<file path="src/rtl/grant_sequencer_if.sv">
// Grant handshake bundle between grant_sequencer and its consumer.
// Master offers grants; slave accepts them and signals completion.
interface grant_sequencer_if #(
   parameter int IW = 2
) ();
   logic          grant_valid;
   logic [IW-1:0] grant_idx;
   logic          grant_ready;
   logic          done;
   logic          busy;

   modport master (
      output grant_valid, grant_idx, busy,
      input  grant_ready, done
   );

   modport slave (
      input  grant_valid, grant_idx, busy,
      output grant_ready, done
   );
endinterface

</file>
<file path="src/rtl/grant_sequencer.sv">
// Sticky request collector and grant FSM wrapped around an external
// highest-index priority encoder.
module grant_sequencer #(
   parameter int W     = 4,
   parameter int CNT_W = 8
) (
   input  logic                  clock,
   input  logic                  reset,
   input  logic [W-1:0]          req_pulse,
   output logic [W-1:0]          request_vec,
   input  logic [$clog2(W)-1:0]  granted_idx,
   input  logic                  error,
   grant_sequencer_if.master     gnt,
   output logic [CNT_W-1:0]      serviced_count
);
   localparam int IW = $clog2(W);

   typedef enum logic [1:0] {
      IDLE,
      OFFER,
      BUSY
   } state_e;

   state_e            state_q, state_d;
   logic [W-1:0]      pend_q, pend_d;
   logic [W-1:0]      clr;
   logic [IW-1:0]     idx_q, idx_d;
   logic [CNT_W-1:0]  cnt_q, cnt_d;

   always_ff @(posedge clock) begin
      if (reset) begin
         state_q <= IDLE;
         pend_q  <= '0;
         idx_q   <= '0;
         cnt_q   <= '0;
      end else begin
         state_q <= state_d;
         pend_q  <= pend_d;
         idx_q   <= idx_d;
         cnt_q   <= cnt_d;
      end
   end

   always_comb begin
      state_d = state_q;
      idx_d   = idx_q;
      cnt_d   = cnt_q;
      clr     = '0;
      unique case (state_q)
         IDLE: begin
            if (!error) begin
               idx_d   = granted_idx;
               state_d = OFFER;
            end
         end
         OFFER: begin
            if (gnt.grant_ready) begin
               clr[idx_q] = 1'b1;
               state_d    = BUSY;
            end
         end
         BUSY: begin
            if (gnt.done) begin
               cnt_d   = cnt_q + CNT_W'(1);
               state_d = IDLE;
            end
         end
         default: state_d = IDLE;
      endcase
      // A new pulse on the bit being cleared keeps it pending
      pend_d = (pend_q & ~clr) | req_pulse;
   end

   assign request_vec     = pend_q;
   assign gnt.grant_valid = (state_q == OFFER);
   assign gnt.busy        = (state_q == BUSY);
   assign gnt.grant_idx   = idx_q;
   assign serviced_count  = cnt_q;
endmodule

</file>
<file path="src/flat_wrapper.sv">
// flat-port wrapper written by rule: the top's interface ports become plain ports
module grant_sequencer_flat 
#(
   parameter int W     = 4,
   parameter int CNT_W = 8
)
  (clock, reset, req_pulse, request_vec, granted_idx, error, serviced_count, gnt_grant_valid, gnt_grant_idx, gnt_busy, gnt_grant_ready, gnt_done);
  grant_sequencer_if #(.IW(2)) gnt_i ();
  input  logic clock;
  input  logic reset;
  input  logic [W-1:0] req_pulse;
  output logic [W-1:0] request_vec;
  input  logic [$clog2(W)-1:0] granted_idx;
  input  logic error;
  output logic [CNT_W-1:0] serviced_count;
  output wire logic [$bits(gnt_i.grant_valid)-1:0] gnt_grant_valid;
  output wire logic [$bits(gnt_i.grant_idx)-1:0] gnt_grant_idx;
  output wire logic [$bits(gnt_i.busy)-1:0] gnt_busy;
  input wire logic [$bits(gnt_i.grant_ready)-1:0] gnt_grant_ready;
  input wire logic [$bits(gnt_i.done)-1:0] gnt_done;
  assign gnt_grant_valid = gnt_i.grant_valid;
  assign gnt_grant_idx = gnt_i.grant_idx;
  assign gnt_busy = gnt_i.busy;
  assign gnt_i.grant_ready = gnt_grant_ready;
  assign gnt_i.done = gnt_done;
  grant_sequencer #(.W(W), .CNT_W(CNT_W)) u_core (.clock(clock), .reset(reset), .req_pulse(req_pulse), .request_vec(request_vec), .granted_idx(granted_idx), .error(error), .gnt(gnt_i), .serviced_count(serviced_count));
endmodule
</file>
<file path="config.mk">
export PLATFORM = sky130hd
export DESIGN_NAME = grant_sequencer_flat
export DESIGN_NICKNAME = d
export VERILOG_FILES = /design/src/rtl/grant_sequencer_if.sv /design/src/rtl/grant_sequencer.sv /design/src/flat_wrapper.sv
export SDC_FILE = /design/constraint.sdc
export NUM_CORES = 1
export LEC_CHECK = 0
export ABC_CLOCK_PERIOD_IN_PS = 1700
export BUFFER_PORTS_ARGS = -buffer_cell sky130_fd_sc_hd__buf_2
export CORE_ASPECT_RATIO = 1.1
export CORE_MARGIN = 2
export CORE_UTILIZATION = 40
export CTS_BUF_LIST = sky130_fd_sc_hd__clkbuf_8
export DETAILED_ROUTE_END_ITERATION = 16
export PLACE_DENSITY = 0.68
export SLEW_MARGIN = 25
export SYNTH_ARGS = -nofsm -noshare
export SYNTH_HDL_FRONTEND = slang
export SYNTH_SLANG_ARGS = --single-unit
export TNS_END_PERCENT = 30
</file>
<file path="constraint.sdc">
create_clock -name clock -period 1.7 [get_ports clock]
set_clock_uncertainty 0.05 [all_clocks]
set_input_delay 0.255 -clock clock [delete_from_list [all_inputs] [get_ports clock]]
set_output_delay 0.255 -clock clock [all_outputs]
set_load 0.1 [all_outputs]
</file>
==> impl_metrics.toml <==
[hold_path]
min_to = "u_core.request_vec[1]"
hold_path_depth = 3
hold_class = "input pin to flop"
hp-start = "req_pulse[1]"

[die]
start_util = 0.430
die_h_um = 47.4
core_um2 = 1600
die_area_um2 = 2060
rows = 15
die_x_um = 43.5
io_pins = 27

[pwr]
p_int_mw = 0.635
power_density_nw_per_um2 = 1000
p_sw_frac = 0.304
p_leak_nw = 0.430
p_clk_frac = 0.365
p_total_mw = 0.913
switchingPower_mw = 0.277
p_seq_frac = 0.444
ir_worst_vdd_uv = 433
combPwrFrac = 0.191

[route]
wl_met2_um = 659
postRouteAntennaNets = 0
drt-initial-drc-count = 15
avgViaCountPerCell = 5.45
drt-total-wl_um = 1420
wl_met1_um = 683
num_vias = 649
wl_per_cell_um = 11.9
wl_met3_um = 66
drcViolationCount = 0
first_pass_iters = 4
top_layer = "met4"

[clock_network]
clockBufferDepth = 2
worst_skew_pair.late_latency_ps = 240
cts_tree = "yes"
cts.sinks = 16
cts_buffers = 3
h-tree-depth = 1
clk_pin_slew_ps = 60
cts_root_buffer = "clkbuf_8"
cts_hold_buf = 0

[sta]
hold_ws_ps = 192
relSlewSlack = 0.677
finalHoldViolCount = 0
max_freq_mhz = 645
finalCriticalPeriod_ps = 1550
maxSlewViolCount = 0
finalSetupTns_ps = 0
worst_pin_slew_ps = 487
min_period_over_period = 0.912
rsz0062_at_grt = "false"
setup-violations-final = 0

[layout]
diodes = 0
num-nets-final = 115
syn2layout_area_growth_pct = 33.0
finish.instance_area_um2 = 912
drive_gt1_frac = 0.382

[setup_path]
critPathMaxFanout = 9
worstPathRequired_ps = 1390
timing.rr.start = "u_core.state_q[1]"
cp_cell_sequence = "and2b_1, clkbuf_4"
slowest_stage = "dfxtp_1"
cp.arrival_ps = 1240
rr_worst_depth = 3
end_kind = "output port"
setup.worst_path.class = "flop to output port"
crit_path_start = "u_core.state_q[1]"
worst_r2r_endpoint = "u_core.serviced_count[7]"
startpoint_type = "flop"
rrSetupSlack_ps = 240
max_stage_delay_ps = 500

[yosys]
synthArstFlopShare = 0
synthCells = 74
yosysUniqueCellTypes = 27
synth_top_area_cell = "dfxtp_1"
yosys-top-cells-area = "dfxtp_1, a21oi_1, nor2_1, mux2i_1, nand4b_4"
synth-edff-count = 0
synth_top_area_frac = 0.467
syn-mean-instance-area_um2 = 9.27
syn_area_um2 = 686
ys_seq_area_frac = 0.467
synth-seq-cells = 16
ys_warn_count = 0
syn_nets = 86
ys.flop_type = "dfxtp_1"

[job]
cap_violations = 0

[placed_design]
routabilityCongestion = 0.694
portBuffers = 26
hpwl_um = 1060
dpl-instance-area_um2 = 855

[grt]
grt_start_max_net_pins = 17
first_global_vias = 524
grt_pass1_wl_um = 2230
antenna_found_initial = 0
overflow = 0
track_usage = 0.146

[run_status]
outcome = "finished, final reports clean"
-- kinds of logic (layout without fill, tap and decap cells) --
logic type	after synthesis	in the layout	synth area share
flip-flops	16	16	0.467
multiplexers	3	3	0.0438
AND/OR/NAND/NOR	33	33	0.294
XOR/XNOR	2	2	0.0256
adder cells (fa/ha/maj)	1	1	0.0182
buffers and inverters	4	32	0.0237
AO/OA/AOI/OAI	15	15	0.128
-- cell usage after synthesis (all sizes together), types with 3 or more instances --
cell type and n:
nand4b 3, or3 3, o21ai 4, nand2 3, a21oi 7, mux2i 3, dfxtp 16, nor2 9
nor3 3
-- placed cells by master, fill, tap and decap left out --
cell / instances
a2111oi_0: 1
a21oi_1: 7
a311oi_1: 1
and2b_1: 1
buf_12: 1
buf_2: 24
clkbuf_4: 1
clkbuf_8: 4
dfxtp_1: 9
dfxtp_2: 7
ha_1: 1
inv_1: 2
mux2i_1: 3
nand2_1: 3
nand2b_1: 1
nand3_1: 1
nand3b_1: 2
nand4_1: 1
nand4b_1: 2
nand4b_4: 1
nor2_1: 9
nor2b_1: 1
nor2b_2: 1
nor3_1: 3
nor3b_1: 1
nor4_1: 1
o21ai_0: 4
o31ai_1: 2
or3_1: 3
or4_1: 2
xor2_1: 2
-- power groups by stage --
stage	Clock, mW	Sequential, mW	Combinational [mW]
finish	0.333	0.406	0.174
global route	0.362	0.409	0.182
CTS	0.347	0.405	0.174
detailed placement	0	0.414	0.174
global placement	0	0.413	0.173
floorplan	0	0.488	0.0615
-- what timing repair did --
action                     4_1_cts  5_1_grt
buffers inserted                 0        0
setup endpoints to repair        0        1
hold endpoints to repair         0        0
gates resized for setup          0        1
-- critical path: cells and delay by family, from the launching register on --
family	cells	cell delay, ps
AND/OR/NAND/NOR	1	230
flip-flops	1	500
buffers and inverters	1	270
-- metal layers --
layer,vias up,track usage
met5,-,0
met2,19,0.212
met1,301,0.208
li1,327,-
met4,0,0.0545
met3,2,0.0377
-- registers in the layout (all words and copies together), names as in the netlist --
signal / flops
u_core.serviced_count: 8
u_core.request_vec: 4
u_core.gnt.grant_idx: 2
u_core.state_q: 2
-- how the worst max path moves through the flow --
| stage | to | slack [ps] | cells after the start |
|---|---|---|---|
| after floorplan | u_core.serviced_count[6] | -50 | 4 |
| after global placement | u_core.serviced_count[7] | 320 | 3 |
| after detailed placement | u_core.serviced_count[7] | 270 | 3 |
| after CTS | gnt_grant_valid | 60 | 2 |
| after global routing | gnt_grant_valid | 90 | 2 |
| final | gnt_grant_valid | 150 | 2 |
-- stage by stage --
step	worst slack (ps)	std cells	util
final	150	119	0.572
after floorplan	-47.0	74	-
after CTS	61.0	119	0.570
after detailed placement	268	115	0.536
after global routing	87.7	119	0.572
after global placement	317	115	0.536
-- final cells by class --
cell class                      count  area (µm²)
Fill cell                         142         683
Multi-Input combinational cell     54         352
Sequential cell                    16         329
Timing Repair Buffer               26         148
Clock buffer                        4        55.1
Tap cell                           17        21.3
Inverter                            2        7.51
(Power assumes the default switching activity.)
